File: config.mk
export PLATFORM = sky130hd
export DESIGN_NAME = hazard_ctrl_unit
export DESIGN_NICKNAME = d
export VERILOG_FILES = /design/src/rtl/hazard_ctrl_unit.sv
export SDC_FILE = /design/constraint.sdc
export NUM_CORES = 1
export LEC_CHECK = 0
export CAP_MARGIN = 20
export CORE_MARGIN = 2
export CORE_UTILIZATION = 33
export DETAILED_ROUTE_END_ITERATION = 8
export PLACE_DENSITY = 0.71
export RECOVER_POWER = 50
export SLEW_MARGIN = 20
export SYNTH_ARGS = -nofsm -noshare
export SYNTH_HDL_FRONTEND = slang
export SYNTH_SLANG_ARGS = --single-unit
File: constraint.sdc
create_clock -name clk_i -period 2.5 [get_ports clk_i]
set_clock_uncertainty 0.15 [all_clocks]
set_input_delay 0.75 -clock clk_i [delete_from_list [all_inputs] [get_ports clk_i]]
set_output_delay 0.75 -clock clk_i [all_outputs]
set_load 0.005 [all_outputs]
File: src/rtl/hazard_ctrl_unit.sv
// Pipeline hazard controller: IF stall/flush, PC and IF/ID write enables, ID/EX bubble.
// Define HAZARD_CNT_EN to add saturating stall/flush event counters (stall_cnt_o, flush_cnt_o).
module hazard_ctrl_unit #(
   parameter int REG_AW = 5,
   parameter int CNT_W  = 32
) (
   input  logic              clk_i,
   input  logic              rst_i,
   input  logic              start_i,
   input  logic [REG_AW-1:0] id_rs_i,
   input  logic [REG_AW-1:0] id_rt_i,
   input  logic              id_use_rs_i,
   input  logic              id_use_rt_i,
   input  logic              id_branch_i,
   input  logic              id_taken_i,
   input  logic              id_jump_i,
   input  logic              ex_regwrite_i,
   input  logic              ex_memread_i,
   input  logic [REG_AW-1:0] ex_rd_i,
   input  logic              mem_memread_i,
   input  logic [REG_AW-1:0] mem_rd_i,
   output logic              pc_write_o,
   output logic              if_id_write_o,
   output logic              if_stall_o,
   output logic              if_flush_o,
   output logic              id_ex_bubble_o
`ifdef HAZARD_CNT_EN
   ,
   output logic [CNT_W-1:0]  stall_cnt_o,
   output logic [CNT_W-1:0]  flush_cnt_o
`endif
);

   // state | meaning
   // IDLE  | CPU not running, all outputs low
   // RUN   | normal operation, hazards evaluated every cycle
   // HOLD  | extra stall cycles of a multi-cycle hazard, inputs ignored
   typedef enum logic [1:0] {IDLE = 2'd0, RUN = 2'd1, HOLD = 2'd2} state_t;

   state_t      state_q, state_d;
   logic [1:0]  hold_cnt_q, hold_cnt_d;
   logic        hit_ex, hit_mem;
   logic [1:0]  need_n;

   // Register 0 is hardwired, so it can never carry a dependency.
   assign hit_ex  = (ex_rd_i != '0) &
                    ((id_use_rs_i & (id_rs_i == ex_rd_i)) | (id_use_rt_i & (id_rt_i == ex_rd_i)));
   assign hit_mem = (mem_rd_i != '0) &
                    ((id_use_rs_i & (id_rs_i == mem_rd_i)) | (id_use_rt_i & (id_rt_i == mem_rd_i)));

   always_comb begin
      need_n = 2'd0;
      if (id_branch_i & hit_ex & ex_memread_i)         need_n = 2'd2;
      else if (id_branch_i & hit_ex & ex_regwrite_i)   need_n = 2'd1;
      else if (id_branch_i & hit_mem & mem_memread_i)  need_n = 2'd1;
      else if (!id_branch_i & hit_ex & ex_memread_i)   need_n = 2'd1;
   end

   always_comb begin
      state_d        = state_q;
      hold_cnt_d     = hold_cnt_q;
      pc_write_o     = 1'b0;
      if_id_write_o  = 1'b0;
      if_stall_o     = 1'b0;
      if_flush_o     = 1'b0;
      id_ex_bubble_o = 1'b0;
      case (state_q)
         IDLE: begin
            if (start_i) state_d = RUN;
         end
         RUN: begin
            if (need_n != 2'd0) begin
               if_stall_o     = 1'b1;
               id_ex_bubble_o = 1'b1;
               if (need_n == 2'd2) begin
                  state_d    = HOLD;
                  hold_cnt_d = 2'd1;
               end
            end else begin
               pc_write_o    = 1'b1;
               if_id_write_o = 1'b1;
               if_flush_o    = (id_branch_i & id_taken_i) | id_jump_i;
            end
         end
         HOLD: begin
            if_stall_o     = 1'b1;
            id_ex_bubble_o = 1'b1;
            hold_cnt_d     = hold_cnt_q - 2'd1;
            if (hold_cnt_q <= 2'd1) state_d = RUN;
         end
         default: begin
            state_d    = IDLE;
            hold_cnt_d = 2'd0;
         end
      endcase
      // Dropping the run enable wins over everything, including a pending hold.
      if (!start_i) begin
         state_d    = IDLE;
         hold_cnt_d = 2'd0;
      end
   end

   always_ff @(posedge clk_i or negedge rst_i) begin
      if (!rst_i) begin
         state_q    <= IDLE;
         hold_cnt_q <= 2'd0;
      end else begin
         state_q    <= state_d;
         hold_cnt_q <= hold_cnt_d;
      end
   end

`ifdef HAZARD_CNT_EN
   logic [CNT_W-1:0] stall_cnt_q, stall_cnt_d;
   logic [CNT_W-1:0] flush_cnt_q, flush_cnt_d;

   always_comb begin
      stall_cnt_d = stall_cnt_q;
      flush_cnt_d = flush_cnt_q;
      if (if_stall_o && (stall_cnt_q != '1)) stall_cnt_d = stall_cnt_q + CNT_W'(1);
      if (if_flush_o && (flush_cnt_q != '1)) flush_cnt_d = flush_cnt_q + CNT_W'(1);
   end

   always_ff @(posedge clk_i or negedge rst_i) begin
      if (!rst_i) begin
         stall_cnt_q <= '0;
         flush_cnt_q <= '0;
      end else begin
         stall_cnt_q <= stall_cnt_d;
         flush_cnt_q <= flush_cnt_d;
      end
   end

   assign stall_cnt_o = stall_cnt_q;
   assign flush_cnt_o = flush_cnt_q;
`endif

endmodule
==> impl_metrics.toml, run 1 <==
[outcome]
status = "complete, but fails checks"
violations = "setup timing"

[yosys]
synth_edf_count = 0
ys_seq_area_frac = 0.1603
async_reset_ff_frac = 1.000
synthCells = 78
synthTopCellsByCount = "xnor2_1 (20), nand2_1 (14), dfrtp_1 (4), ha_1 (4), nand4_1 (4)"
synth.most_common_cell = "xnor2_1"
synth_area_leaders = "xnor2_1 (28%), dfrtp_1 (16%), nand2_1 (8.4%)"
synth_top_area_frac = 0.2806
yosys.area.top_type = "xnor2_1"
synth.distinct_cells = 29
ys_warn_count = 0
yosys_register_bits = 4
syn_area_um2 = 624.3
postSynthNetCount = 113
synth_area_per_cell_um2 = 8.004
synth_top_flop_cell = "dfrtp_1"

[grt]
grt_antenna_before_repair = 0
grt_pass1_vias = 718
grt_max_degree = 9
grt_overflow_total = 0
grtUsageTotal = 0.1819
grt_pass1_wl_um = 2870

[detailed_routing]
vias_per_cell = 4.823
drc = 0
dr.pass1.iters = 4
ant_nets = 0
totalWireLength_um = 1964
wl_per_cell_um = 12.43
initialDrtViolationCount = 3
num_vias = 762

[placed_design]
io_buffers = 35
place.detailed.hpwl_um = 1667
post-place-cells = 153
place.gp.congestion = 0.7893

[cts]
cts_hold_buffers = 0
clk_pin_slew_ns = 0.04
clock-sinks = 4
clk_latency_ns = 0.23
cts_tree = "done"
numCtsBuffers = 3
clockRootBuffer = "clkbuf_4"
cts_max_path_buffers = 2
htree_levels = 1

[die]
die-height_um = 47.50
die_w_um = 47.50
dieArea_um2 = 2256
num_io_pins = 36
core_area_um2 = 1745
rows = 15
initial_core_util = 0.3577

[sta]
min_period_ns = 2.982
timing.fmax_mhz = 335.4
fin_tns_setup_ns = -2.097
timing_hold_violations_final = 0
fin_ws_ns = -0.4817
setup_viol = 5
period_share = 1.193
slew_headroom = 0.7771
drv_slew = 0
rsz0062_at_grt = "true"
tightest_slew_ns = 0.3344

[worst_setup_path]
startpoint_type = "input pin"
crit_path_end_kind = "output port"
r2r_cells = 7
cp.required_ns = 1.60
cp.arrival_ns = 2.08
path_class = "in -> out"
crit_fanout = 3
rrSetupSlack_ns = 0.65

[run]
cap_violations = 0

[min_path]
holdPathStages = 2
hold_path.class = "reg -> reg"

[finish]
final_cells = 158
drive_above_1_share = 0.4211
nets = 170
fin_util = 0.6545
n_antenna_cell = 0
area_growth_pct = 82.97

[power]
power_density_nw_per_um2 = 531.7
p_leak_nw = 0.5421
ir_worst_vdd_mv = 0.4259
-- cell type report --
class | instances | area, um2
fill | 158 | 603.1
multi-input combinational | 69 | 568.0
timing repair buffer | 55 | 412.9
sequential | 4 | 100.1
tap | 25 | 31.28
clock buffer | 3 | 22.52
inverter | 2 | 7.507
-- cell usage in the layout, fill, tap and decap left out, types with 4 or more instances in the layout --
cell / netlist / final
xnor2_2: 0 / 5
nand2_1: 14 / 14
nand4_1: 4 / 4
ha_1: 4 / 4
clkbuf_2: 0 / 10
buf_4: 2 / 20
xnor2_1: 20 / 15
clkdlybuf4s50_1: 0 / 8
buf_2: 0 / 8
dfrtp_1: 4 / 4
-- registers in the layout (all words and copies together) (netlist names) --
| register | count |
|---|---|
| hold_cnt_q | 2 |
| state_q | 2 |
-- power breakdown --
| group | total [mW] | leakage (nW) | switching, mW | internal, mW |
|---|---|---|---|---|
| combinational | 0.434 | 0.474 | 0.193 | 0.241 |
| clock | 0.0794 | 0.0138 | 0.0257 | 0.0537 |
| sequential | 0.0941 | 0.0542 | 0.0122 | 0.0820 |
-- stage by stage --
stage / instance area [um2] / power (mW) / hold slack (ns) / setup WS [ns]
final: 1142 / 0.6074 / 0.4581 / -0.4817
after global routing: 1142 / 0.6589 / 0.4657 / -0.5571
after CTS: 1122 / 0.5912 / 0.4525 / -0.5251
after detailed placement: 1122 / 0.5427 / 0.4473 / -1.197
after global placement: 1122 / 0.5330 / 0.4401 / -1.187
after floorplan: 624.3 / 0.3288 / 0.3044 / -0.2572
-- final timing paths --
kind / startpoint / to
hold reg to reg: hold_cnt_q[0] / hold_cnt_q[0]
min in group asynchronous: rst_i / state_q[1]
setup reg to reg: state_q[0] / state_q[0]
setup / recovery: mem_rd_i[2] / if_flush_o
hold / removal: hold_cnt_q[0] / hold_cnt_q[0]
max in group asynchronous: rst_i / hold_cnt_q[0]
-- critical path: stages --
cell and delay, ns:
buf_6 0.09, or3_4 0.36, o311a_1 0.30, a32oi_2 0.19, and2_4 0.18, and2b_1 0.11, buf_2 0.10
-- kinds of logic after synthesis --
logic type / Yosys count / synth area share
simple gates: 28 / 0.2205
xor+xnor: 20 / 0.2806
compound gates: 14 / 0.1684
buf+inv: 5 / 0.04208
fa+ha+maj: 4 / 0.08016
flops: 4 / 0.1603
mux: 3 / 0.04810
-- what timing repair did --
| action | in CTS | in global routing |
|---|---|---|
| setup buffers | 2 | 2 |
| resized for setup | 63 | 31 |
| setup endpoints to repair | 9 | 6 |
| pin swaps | 12 | 21 |
-- routing by layer --
layer / track usage / part of all wire / vias to the layer above
li1: - / - / 387
met1: 0.2220 / 0.46 / 356
met2: 0.3297 / 0.51 / 19
met3: 0.03019 / 0.037 / 0
met4: 0.04444 / 0 / 0
met5: 0 / 0 / -
(Power assumes the default switching activity.)
==> inputs of run 2 (changes only) <==
--- a/config.mk
+++ b/config.mk
@@ -11,6 +11,7 @@
 export DETAILED_ROUTE_END_ITERATION = 8
 export PLACE_DENSITY = 0.71
 export RECOVER_POWER = 50
+export SKIP_LAST_GASP = 1
 export SLEW_MARGIN = 20
 export SYNTH_ARGS = -nofsm -noshare
 export SYNTH_HDL_FRONTEND = slang
==> results of run 2 <==
Same layout as run 1: the final DEF is identical, and so are final timing and power.
==> inputs of run 3 (changes only) <==
--- a/config.mk
+++ b/config.mk
@@ -11,6 +11,7 @@
 export DETAILED_ROUTE_END_ITERATION = 8
 export PLACE_DENSITY = 0.71
 export RECOVER_POWER = 50
+export REMOVE_ABC_BUFFERS = 1
 export SKIP_LAST_GASP = 1
 export SLEW_MARGIN = 20
 export SYNTH_ARGS = -nofsm -noshare
==> run 3 against run 2 <==
The flow still finishes with violations (setup timing). Die area stayed put. Wire length is essentially flat. Critical path depth is the same. Combinational power barely moved. Clock-buffer cell count did not move.
==> impl_metrics.toml, run 3 (synthesized netlist as in run 1, its figures left out) <==
[min_path]
hold_start = "hold_cnt_q[0]"
holdPathStages = 2
hold_path.class = "reg -> reg"
min_to = "hold_cnt_q[0]"

[finish]
multi_input_area_um2 = 555.5
regArea_um2 = 100.1
n_antenna_cell = 0
nets = 167
fillers = 159
reg_top3 = "hold_cnt_q (2), state_q (2)"
area_growth_pct = 80.96
final_cell_mix = "buf_4 (17), xnor2_1 (16), nand2_1 (14)"
layout.cells.most_common = "buf_4"
drive_above_1_share = 0.3462

[worst_setup_path]
critical_path.cell_chain = "buf_2 -> or3_1 -> o311a_1 -> a32oi_2 -> and2_4 -> and2b_1 -> buf_2"
cp.required_ns = 1.60
cp_slowest_stage_delay_ns = 0.35
crit_fanout = 3
slowest_stage = "or3_1"
r2r_start = "state_q[0]"
startpoint_type = "input pin"
rrSetupSlack_ns = 0.66
r2r_end = "hold_cnt_q[1]"
cp_common_cell = "buf_2"
cp.arrival_ns = 2.13
path_class = "in -> out"
r2r_cells = 6
crit_path_end_kind = "output port"

[detailed_routing]
dr.pass1.iters = 4
initialDrtViolationCount = 3
vias_per_cell = 4.665
totalWireLength_um = 1965
wl_per_cell_um = 12.68
num_vias = 723
ant_nets = 0
drc = 0

[cts]
cts_hold_buffers = 0
clockRootBuffer = "clkbuf_4"
cts_tree = "done"
clock-sinks = 4
htree_levels = 1
clk_latency_ns = 0.24
clk_pin_slew_ns = 0.04
numCtsBuffers = 3
cts_max_path_buffers = 2

[power]
p_leak_nw = 0.5217
p_int_mw = 0.3783
power_density_nw_per_um2 = 536.4
power_mw = 0.6060
ir_worst_vdd_mv = 0.4054
swShare = 0.3758
combPwrFrac = 0.711
clkPwrFrac = 0.135
p_sw_mw = 0.2277
power_frac_seq = 0.154

[placed_design]
io_buffers = 35
place.detailed.hpwl_um = 1597
place.gp.congestion = 0.7963

[die]
rows = 15
core_area_um2 = 1745
die_w_um = 47.50
initial_core_util = 0.3577
die-height_um = 47.50
dieArea_um2 = 2256
num_io_pins = 36

[sta]
period_share = 1.211
tightest_slew_ns = 0.3015
fin_tns_setup_ns = -2.333
fin_ws_ns = -0.5284
min_period_ns = 3.028
timing_hold_violations_final = 0
rsz0062_at_grt = "true"
timing.fmax_mhz = 330.2
slew_headroom = 0.7990
setup_viol = 5
drv_slew = 0

[grt]
grt_pass1_vias = 657
grt_pass1_wl_um = 2856
grtUsageTotal = 0.1861
grt_overflow_total = 0
grt_antenna_before_repair = 0
grt_max_degree = 9

[run]
cap_violations = 0

[outcome]
status = "complete, but fails checks"
violations = "setup timing"
[run 3: worst max-delay path, delay by kind of cell]
family	cells	cell delay, ns
simple gates	3	0.64
compound gates	2	0.53
buf+inv	2	0.21
[run 3: layout make-up]
| type | instances | area share |
|---|---|---|
| multi-input cells | 69 | 0.4917 |
| repair buffers | 52 | 0.3654 |
| well taps | 25 | 0.02769 |
| flip-flops and latches | 4 | 0.08859 |
| clock buffers | 3 | 0.01993 |
| inverters | 2 | 0.006645 |
[run 3: how the worst max path moves through the flow]
stage,start,to,depth (start not counted)
floorplan,mem_rd_i[0],if_flush_o,5
global placement,mem_rd_i[0],if_flush_o,7
detailed placement,mem_rd_i[0],if_flush_o,7
CTS,mem_rd_i[0],if_flush_o,7
global route,mem_rd_i[2],if_flush_o,7
finish,mem_rd_i[2],if_flush_o,7
[run 3: power groups by stage]
stage               Sequential (mW)  Combinational, mW  Clock [mW]
floorplan                    0.0959              0.216           0
global placement             0.0936              0.438           0
detailed placement           0.0940              0.444           0
CTS                          0.0934              0.413      0.0877
global route                 0.0957              0.473      0.0931
finish                       0.0931              0.431      0.0820
[run 3: per-stage QoR]
stage | cells | hold WS [ns] | utilization | area, um2 | setup slack (ns)
floorplan | 75 | 0.3044 | - | 605.6 | -0.2891
global placement | 150 | 0.4430 | 0.6301 | 1100 | -1.189
detailed placement | 150 | 0.4439 | 0.6301 | 1100 | -1.222
CTS | 154 | 0.4491 | 0.6265 | 1094 | -0.5115
global route | 155 | 0.4733 | 0.6473 | 1130 | -0.6003
finish | 155 | 0.4463 | 0.6473 | 1130 | -0.5284
[run 3: routing by layer]
layer	part of all wire	routed length (um)	global-route usage	up-vias
met4	0.0041	8	0.03333	0
met1	0.45	884	0.2341	325
li1	-	-	-	378
met2	0.50	980	0.3162	18
met5	0	0	0	-
met3	0.046	91	0.05660	2
[run 3: what timing repair did]
action | 4_1_cts | 5_1_grt
setup endpoints to repair | 7 | 5
pin swaps | 14 | 21
buffers inserted | 1 | 1
resized for setup | 58 | 24
